**config.mk**
```make
export PLATFORM = sky130hd
export DESIGN_NAME = draw_text_banner
export DESIGN_NICKNAME = d
export VERILOG_FILES = /design/src/rtl/vga_pkg.sv /design/src/rtl/text_msg_ram.sv /design/src/rtl/draw_text_banner.sv
export SDC_FILE = /design/constraint.sdc
export NUM_CORES = 1
export LEC_CHECK = 0
export BUFFER_PORTS_ARGS = -buffer_cell sky130_fd_sc_hd__clkbuf_2
export CAP_MARGIN = 40
export CELL_PAD_IN_SITES_DETAIL_PLACEMENT = 0
export CELL_PAD_IN_SITES_GLOBAL_PLACEMENT = 1
export CORE_MARGIN = 2
export CORE_UTILIZATION = 30
export DETAILED_ROUTE_END_ITERATION = 8
export HOLD_SLACK_MARGIN = 0.08
export PLACE_DENSITY_LB_ADDON = 0.1
export SETUP_SLACK_MARGIN = 0.5
export SKIP_CTS_REPAIR_TIMING = 1
export SLEW_MARGIN = 20
export SYNTH_ARGS = -nofsm -noshare
export SYNTH_HDL_FRONTEND = slang
export SYNTH_SLANG_ARGS = --single-unit
export TNS_END_PERCENT = 30
```
**constraint.sdc**
```tcl
create_clock -name clk -period 2.38 [get_ports clk]
set_clock_uncertainty 0.15 [all_clocks]
set_input_delay 0.238 -clock clk [delete_from_list [all_inputs] [get_ports clk]]
set_output_delay 0.238 -clock clk [all_outputs]
set_load 0.1 [all_outputs]
```
**src/rtl/vga_pkg.sv**
```systemverilog
// Shared definitions for the VGA overlay blocks: font geometry, ROM address
// width, the ASCII character type and the banner state encoding.
package vga_pkg;

    localparam int FONT_W = 8;
    localparam int FONT_H = 16;
    localparam int ROM_AW = 11;

    typedef logic [6:0] ascii_t;

    typedef enum logic [1:0] {
        IDLE   = 2'd0,
        REVEAL = 2'd1,
        HOLD   = 2'd2
    } banner_state_e;

    // Font ROM address layout: character code in the upper bits, glyph row below.
    function automatic logic [ROM_AW-1:0] glyph_addr(input ascii_t ch, input logic [3:0] row);
        return {ch, row};
    endfunction

endpackage

```
**src/rtl/text_msg_ram.sv**
```systemverilog
// Message buffer: DEPTH ASCII characters, one write port and one registered
// read port. A read and a write of the same entry in one clock return the
// old character. Reads beyond DEPTH return 0 so the ROM address never goes X.
module text_msg_ram
    import vga_pkg::*;
#(
    parameter int DEPTH = 16
) (
    input  logic       clk,
    input  logic       rst_n,
    input  logic       wr_en,
    input  logic [4:0] wr_addr,
    input  ascii_t     wr_char,
    input  logic [4:0] rd_addr,
    output ascii_t     rd_char
);

    localparam int AW = (DEPTH > 1) ? $clog2(DEPTH) : 1;

    ascii_t mem_r [DEPTH];
    ascii_t rd_char_r;

    // Write port; indices outside the buffer are dropped rather than aliased.
    always_ff @(posedge clk) begin
        if (wr_en && (32'(wr_addr) < DEPTH)) begin
            mem_r[wr_addr[AW-1:0]] <= wr_char;
        end
    end

    // Registered read port; the output register is reset so the ROM address is clean.
    always_ff @(posedge clk or negedge rst_n) begin
        if (!rst_n) begin
            rd_char_r <= 7'd0;
        end else if (32'(rd_addr) < DEPTH) begin
            rd_char_r <= mem_r[rd_addr[AW-1:0]];
        end else begin
            rd_char_r <= 7'd0;
        end
    end

    assign rd_char = rd_char_r;

endmodule

```
**src/rtl/draw_text_banner.sv**
```systemverilog
// Text-overlay renderer: rasterises a writable message at (X0,Y0), scaled by
// 2^SCALE_LOG2, through the shared 8x16 font ROM. Characters are revealed one
// per REVEAL_FRAMES frames, then the message holds (optionally blinking).
// Pixel pipeline: stage 0 geometry, stage 1 buffer read + ROM address,
// stage 2 ROM data combined with the delayed pixel flags (2-clock latency).
module draw_text_banner
    import vga_pkg::*;
#(
    parameter int MSG_LEN       = 16,
    parameter int SCALE_LOG2    = 2,
    parameter int X0            = 160,
    parameter int Y0            = 192,
    parameter int REVEAL_FRAMES = 4,
    parameter int BLINK_LOG2    = 5,
    parameter int BLINK_EN      = 1
) (
    input  logic              clk,
    input  logic              rst_n,
    input  logic              enable,
    input  logic              frame_tick,
    input  logic [9:0]        pix_x,
    input  logic [9:0]        pix_y,
    input  logic              wr_en,
    input  logic [4:0]        wr_addr,
    input  logic [6:0]        wr_char,
    output logic [ROM_AW-1:0] rom_addr,
    input  logic [7:0]        rom_data,
    output logic              text_on,
    output logic              busy
);

    localparam int BOX_W = (MSG_LEN * FONT_W) << SCALE_LOG2;
    localparam int BOX_H = FONT_H << SCALE_LOG2;
    localparam logic [5:0]          MSG_LEN_C = 6'(MSG_LEN);
    localparam logic [15:0]         RF_LAST   = 16'(REVEAL_FRAMES - 1);
    localparam logic [BLINK_LOG2:0] BLINK_ONE = (BLINK_LOG2+1)'(1);

    // Stage 0 geometry
    logic [9:0] dx_s;
    logic [9:0] dy_s;
    logic       in_box_s;
    logic [4:0] col_s;
    logic [3:0] grow_s;
    logic [2:0] bit_s;

    // Pipeline registers
    ascii_t     char_q_s;
    logic [3:0] grow_d1_r;
    logic       in_box_d1_r;
    logic       in_box_d2_r;
    logic [4:0] col_d1_r;
    logic [4:0] col_d2_r;
    logic [2:0] bit_d1_r;
    logic [2:0] bit_d2_r;

    // Sequencer state
    banner_state_e         state_r;
    logic [5:0]            reveal_cnt_r;
    logic [15:0]           frame_cnt_r;
    logic [BLINK_LOG2:0]   blink_cnt_r;
    logic                  busy_r;
    logic                  visible_s;

    // Box-relative offsets, box test and cell/row/bit selection for the current pixel.
    always_comb begin
        dx_s     = pix_x - 10'(X0);
        dy_s     = pix_y - 10'(Y0);
        in_box_s = (32'(pix_x) >= X0) && (32'(dx_s) < BOX_W) &&
                   (32'(pix_y) >= Y0) && (32'(dy_s) < BOX_H);
        col_s    = 5'(dx_s >> (3 + SCALE_LOG2));
        grow_s   = dy_s[3+SCALE_LOG2 -: 4];
        bit_s    = dx_s[2+SCALE_LOG2 -: 3];
    end

    text_msg_ram #(
        .DEPTH (MSG_LEN)
    ) u_msg_ram (
        .clk     (clk),
        .rst_n   (rst_n),
        .wr_en   (wr_en),
        .wr_addr (wr_addr),
        .wr_char (wr_char),
        .rd_addr (col_s),
        .rd_char (char_q_s)
    );

    // Delay the pixel flags alongside the buffer read and the ROM read.
    always_ff @(posedge clk or negedge rst_n) begin
        if (!rst_n) begin
            grow_d1_r   <= 4'd0;
            in_box_d1_r <= 1'b0;
            in_box_d2_r <= 1'b0;
            col_d1_r    <= 5'd0;
            col_d2_r    <= 5'd0;
            bit_d1_r    <= 3'd0;
            bit_d2_r    <= 3'd0;
        end else begin
            grow_d1_r   <= grow_s;
            in_box_d1_r <= in_box_s;
            in_box_d2_r <= in_box_d1_r;
            col_d1_r    <= col_s;
            col_d2_r    <= col_d1_r;
            bit_d1_r    <= bit_s;
            bit_d2_r    <= bit_d1_r;
        end
    end

    assign rom_addr = glyph_addr(char_q_s, grow_d1_r);

    // Reveal/hold sequencer; advances on frame ticks, dropping enable always returns to IDLE.
    always_ff @(posedge clk or negedge rst_n) begin
        if (!rst_n) begin
            state_r      <= IDLE;
            reveal_cnt_r <= 6'd0;
            frame_cnt_r  <= 16'd0;
            blink_cnt_r  <= '0;
            busy_r       <= 1'b0;
        end else if (!enable) begin
            state_r      <= IDLE;
            reveal_cnt_r <= 6'd0;
            frame_cnt_r  <= 16'd0;
            blink_cnt_r  <= '0;
            busy_r       <= 1'b0;
        end else if (frame_tick) begin
            case (state_r)
                IDLE: begin
                    // The arming frame counts as the first reveal frame.
                    blink_cnt_r <= '0;
                    if (REVEAL_FRAMES == 0) begin
                        reveal_cnt_r <= MSG_LEN_C;
                        state_r      <= HOLD;
                        busy_r       <= 1'b0;
                    end else if (REVEAL_FRAMES == 1) begin
                        reveal_cnt_r <= 6'd1;
                        frame_cnt_r  <= 16'd0;
                        if (MSG_LEN == 1) begin
                            state_r <= HOLD;
                            busy_r  <= 1'b0;
                        end else begin
                            state_r <= REVEAL;
                            busy_r  <= 1'b1;
                        end
                    end else begin
                        frame_cnt_r <= 16'd1;
                        state_r     <= REVEAL;
                        busy_r      <= 1'b1;
                    end
                end
                REVEAL: begin
                    if (frame_cnt_r == RF_LAST) begin
                        frame_cnt_r  <= 16'd0;
                        reveal_cnt_r <= reveal_cnt_r + 6'd1;
                        if (reveal_cnt_r + 6'd1 == MSG_LEN_C) begin
                            state_r <= HOLD;
                            busy_r  <= 1'b0;
                        end
                    end else begin
                        frame_cnt_r <= frame_cnt_r + 16'd1;
                    end
                end
                HOLD: begin
                    blink_cnt_r <= blink_cnt_r + BLINK_ONE;
                end
                default: begin
                    state_r <= IDLE;
                    busy_r  <= 1'b0;
                end
            endcase
        end
    end

    // Blink only hides the text while holding; revealing text is always shown.
    always_comb begin
        visible_s = (BLINK_EN == 0) || (state_r != HOLD) || !blink_cnt_r[BLINK_LOG2];
    end

    // Final pixel decision, aligned with the ROM data for the pixel two clocks back.
    always_comb begin
        text_on = in_box_d2_r && visible_s && ({1'b0, col_d2_r} < reveal_cnt_r) &&
                  rom_data[3'd7 - bit_d2_r];
    end

    assign busy = busy_r;

endmodule

```
# [Word level (Yosys, flattened, before mapping)]
# Memories as Yosys holds them, arrays and structs flattened.
# Index checks and enable logic that the tools add are counted.
# W data, S select, Z words.
[word_totals] ff_bits=60 latchBits=0 ram_bits=112 rom_bits=0 mem_count=1
[mem_list] name="u_msg_ram.mem_r" depth=16 word_bits=7 read_ports=1 rd_ports_with_merged_regs=0 write_ports=1 line_no="text_msg_ram.sv:20" rtl="ascii_t mem_r [DEPTH];"
[classes] add_sub_neg=6 multipliers=0 n_div=0 order_cmp=8 eq_ne=13 n_shift=0 muxes=26 bitwise=0 n_reduce_logical=14
[ops] cell="$mux W16" n=3
[ops] cell="$mux W6" n=6
[ops] cell="$pmux W16 S2" n=1
[ops] cell="$ge A10 B8 Y1 const B" n=2
[ops] cell="$sub A10 B8 Y10 const B" n=2
[ops] cell="$add A16 B1 Y16 const B" n=1
[ops] cell="$eq A16 B2 Y1 const B" n=1
[ops] cell="$add A6 B1 Y6 const B" n=2
[ops] cell="$pmux W6 S2" n=1
[ops] cell="$lt A10 B10 Y1 const B" n=1
[ops] cell="$lt A10 B7 Y1 const B" n=1
[ops] cell="$lt A5 B5 Y1 const B" n=2
[ops] cell="$mux W2" n=4
[ops] cell="$logic_and A1 B1 Y1" n=7
[ops] cell="$mux W1" n=7
[ops] cell="$mux W7" n=1
[ops] cell="$eq A6 B5 Y1 const B" n=1
[ops] cell="$lt A5 B6 Y1" n=1
[ops] cell="$ne A2 B1 Y1 const B" n=3
[ops] cell="$ne A3 B1 Y1 const B" n=2
[ops] cell="$ne A3 B3 Y1 const B" n=2
[ops] cell="$pmux W2 S3" n=1
[ops] cell="$lt A3 B4 Y1 const B" n=1
[ops] cell="$ne A2 B2 Y1 const B" n=2
[ops] cell="11 further kinds" n=12

# [Logic depth before layout (Yosys ltp)]
[depth] word_depth=7 mapped_depth=8 mapped_depth_nobuf=6

# [Modules after synthesis]
# From an unflattened synthesis, not the netlist that was laid out.
[hier_totals] hier_cells=466 area_unflattened_um2=7186.9
[modules_own_cells] module="text_msg_ram" n_inst=1 cells_each=210 area_each_um2=4591.9 seq_area_each_um2=3538.4
[modules_own_cells] module="draw_text_banner" n_inst=1 cells_each=256 area_each_um2=2595.0 seq_area_each_um2=1326.3

# [Worst setup path after synthesis]
# Ideal clock, no wire load.
[synth_path] path_type="reg-to-output" from="reg reveal_cnt_r[1]" to="out text_on" arrival_time_ps=3239 slack_ps=-1247 path_stages_with_launch=6 path_buffers=0 path_cell_list="dfrtp_1 > inv_1 > ha_1 > a211oi_1 > o31ai_1 > a211oi_1"
[synth_via] elab_chain_cells=3
[synth_lines] item="from (decl)" line_no="draw_text_banner.sv:58" rtl="logic [5:0] reveal_cnt_r;"
[synth_lines] item="from (signal assigned)" line_no="draw_text_banner.sv:152" rtl="reveal_cnt_r <= reveal_cnt_r + 6'd1;"
[synth_lines] item="$lt A5 B6 Y1" line_no="draw_text_banner.sv:179" rtl="text_on = in_box_d2_r && visible_s && ({1'b0, col_d2_r} < reveal_cnt_r) &&"
[synth_lines] item="$logic_and A1 B1 Y1 (2 in a row)" line_no="draw_text_banner.sv:179"
[synth_lines] item="to (decl)" line_no="draw_text_banner.sv:28" rtl="output logic text_on,"
# No other way between the ends.

# [Worst setup path in the final report]
# Same ends and word-level chain as after synthesis.

==> flow_summary.ini <==
[layout]
leading_cell_type_in_the_layout_fill_and_taps_excluded = edfxtp_1
num-fill-cells = 2224
layout-area-overhead-vs-synth_pct = 27.3
finalNonFillerCells = 904
post_route_cells_drive_above_1_share_pct = 33.8
n_antenna_cell = 0
multi_input_gate_area_in_the_final_layout_um2 = 2350
finish.instance_area_um2 = 9070
layout_common_cells = 112 x edfxtp_1, 53 x clkbuf_2, 50 x dfrtp_1
layout.nets = 626
final-seq-area_um2 = 4880

[worst_setup_path]
timing.critical_path.max_delay_family = compound AO/OA/AOI/OAI gates
cp_data_arrival_time_ns = 1.88
crit_path_end_kind = primary output
crit_path_top_delay_cell = dfrtp_1
cp-start-kind = flip-flop
register_to_register_path_setup_slack_ns = 0.36
crit_start = reveal_cnt_r[1]$_DFFE_PN0P_
r2r_end = reveal_cnt_r[3]$_DFFE_PN0P_
timing.rr.start = frame_cnt_r[11]$_DFFE_PN0P_
critical_path_required_ns = 1.99
critPathKind = reg -> out
critical_path.n_buffers_inverters = 2
slowest_delay_ns = 0.43
worst-path-max-fanout = 4
reg2reg_depth = 5
worst_path_most_repeated_cell = a211oi_4
path_cells = inv_2 > ha_4 > a211oi_4 > o31ai_2 > a211oi_4 > buf_12

[pwr]
leakage_uw = 0.00322
report.power.total_uw = 6770
vdd_ir_drop_max_mv = 0.308
internal-power_uw = 5000
power_density_nw_per_um2 = 746
pwr-share-seq_pct = 48.8
combinationalPowerShare_pct = 10.3
switching_power_uw = 1760
clkPwrFrac_pct = 40.9
p_sw_share_pct = 26.1

[placed_design]
placedInstanceArea_um2 = 8030
routability_congestion_estimate_from_global_placement = 0.732
portBuffers = 55
placedCellCount = 847
hpwl_mm = 10.6

[cts]
insertion_delay_to_the_later_sink_of_the_worst_skew_pair_ns = 0.43
cts_max_level = 4
number_of_sinks_driven_by_the_clock_tree = 172
tritoncts_clock_tree = built
clk_pin_slew_worst_paths_ns = 0.07
clock_tree.buffer_depth = 2
cts_made_buffers = 17
cts_root_buffer = clkbuf_16

[die]
dieHeight_um = 158
placementRows = 56
die_area_um2 = 25000
initial_core_util_pct = 30.4
count_of_pins_on_the_block_boundary = 58
design.core.area_um2 = 23400
die_width_um = 158

[min_path]
min_delay_worst_endpoint = u_msg_ram.mem_r[3][0]$_DFFE_PP_
timing.hold.worst_path_depth = 1
hold_crit_start = wr_char[0]
hold_path.class = in -> reg

[logic_synthesis]
combined_area_of_all_synthesized_cells_um2 = 7120
postSynthNetCount = 513
synth.area.top_cells = edfxtp_1 47%, dfrtp_1 21%, mux4_2 9.5%
synth-seq-area-share_pct = 68.3
synth.top_cell.area_share_pct = 47.2
synthDominantAreaCellType = edfxtp_1
postSynthCellCount = 459
synth-async-reset-ratio_pct = 34.9
number_of_warning_messages_in_the_yosys_log = 0
yosys_register_bits = 172
synth_flop_cell = edfxtp_1
avgSynthCellArea_um2 = 15.5
synth.distinct_cells = 50
synth_edf_count = 112

[sta]
max_clock_freq_mhz = 441
timing.final.setup_violations = 0
final.hold.worst_slack_ns = 0.0914
unrepaired_setup_endpoints_after_global_routing = yes
pins_over_their_slew_limit = 0
timing.final.crit_share_pct = 95.3
worst_pin_slew_ns = 0.630
timing.setup.tns_ns = 0
finalCriticalPeriod_ns = 2.27
relSlewSlack_pct = 58.0
hold_viol = 0

[detailed_routing]
drtPass1Iterations = 5
initialDrtViolationCount = 250
wl_mm = 16.3
num_vias = 4292
routedWlPerCell_um = 18.0
drt.antenna.violating_nets = 0
drc = 0
routed_via_density = 4.75

[job]
max_cap_viol = 0

[global_routing]
grt_overflow_total = 0
grt.total_usage_pct = 14.0
first_global_vias = 4403
first_pass_grt_wire_length_mm = 25.4
antenna_violations_before_repair = 0
grt_start_max_net_pins = 37

[run_status]
outcome = finished, final reports clean
flip-flops by register name, summed over array words and instances, names as in the netlist:
register / cells
state_r: 2
reveal_cnt_r: 6
blink_cnt_r: 6
in_box_d2_r: 1
frame_cnt_r: 16
u_msg_ram.rd_char: 7
col_d2_r: 5
col_d1_r: 5
u_msg_ram.mem_r: 112
grow_d1_r: 4
bit_d2_r: 3
in_box_d1_r: 1
busy: 1
bit_d1_r: 3
stage by stage:
stage / utilization, % / setup slack (ns)
after floorplan: - / 0.126
after global placement: 34.3 / 0.270
after CTS: 36.9 / -0.0168
final: 38.8 / 0.112
after global routing: 38.8 / 0.0271
after detailed placement: 34.3 / 0.216
worst register-to-register path, stage by stage, from the launching register on:
cell	delay, ns
dfrtp_2	0.46
nor4_2	0.31
nand4_1	0.22
buf_6	0.20
or4_4	0.48
a21oi_2	0.14
cell type report:
| cell class | instances | area share (%) |
|---|---|---|
| flip-flops and latches | 172 | 53.8 |
| repair buffers | 106 | 8.49 |
| inverters | 20 | 0.828 |
| clock buffers | 17 | 4.69 |
| well taps | 319 | 4.40 |
| multi-input cells | 255 | 25.9 |
| clock inverters | 15 | 1.88 |
how the worst max path moves through the flow:
stage / slack (ns) / depth (start not counted) / to
final: 0.11 / 6 / text_on
after global routing: 0.03 / 6 / text_on
after CTS: -0.02 / 6 / text_on
after detailed placement: 0.22 / 7 / u_msg_ram.rd_char[5]$_DFF_PN0_
after global placement: 0.27 / 7 / u_msg_ram.rd_char[5]$_DFF_PN0_
after floorplan: 0.13 / 5 / text_on
power by group through the flow:
stage,sequential [µW],clock [µW],combinational (µW)
3_3_place_gp,3360,0,657
3_5_place_dp,3360,0,666
4_1_cts,3300,2860,666
2_1_floorplan,3520,0,267
5_1_grt,3310,3000,759
6_report,3300,2770,699
synthesized netlist by cell type, drive strengths merged, types with 2 or more instances:
library cell    n
nor3            8
nand4           4
a211oi          6
and3            4
a2111oi         2
nor4b           2
buf             7
mux4           30
a21oi          19
clkbuf          5
a31o            2
nor2           29
nor4            7
or4             6
or3             9
o21a            3
o22ai           7
edfxtp        112
mux2i          16
nor3b           2
o21ai          13
o2111ai         2
nand3          10
inv            20
nand2b          8
xnor2           7
xor2            3
a31oi           3
nor2b           3
o31ai           7
nand2          22
ha              9
dfrtp          60
layer usage:
| layer | part of all wire (%) | vias to the layer above | wire length, µm | GRT usage (%) |
|---|---|---|---|---|
| met5 | 0 | - | 0 | 0 |
| met4 | 0.60 | 0 | 97 | 3.99 |
| met3 | 3.1 | 4 | 505 | 3.07 |
| met2 | 52 | 74 | 8410 | 23.5 |
| met1 | 45 | 2197 | 7280 | 18.2 |
| li1 | - | 2017 | - | - |
cell families after synthesis:
group | Yosys count | share of synthesized area, %
adders and majority gates | 9 | 1.58
AOI/OAI and AO/OA | 72 | 6.60
buffers and inverters | 32 | 1.90
and+or+nand+nor | 118 | 8.66
muxes | 46 | 11.7
xor gates and xnor gates | 10 | 1.23
DFF | 172 | 68.3
Power figures use the tool's default switching activity.
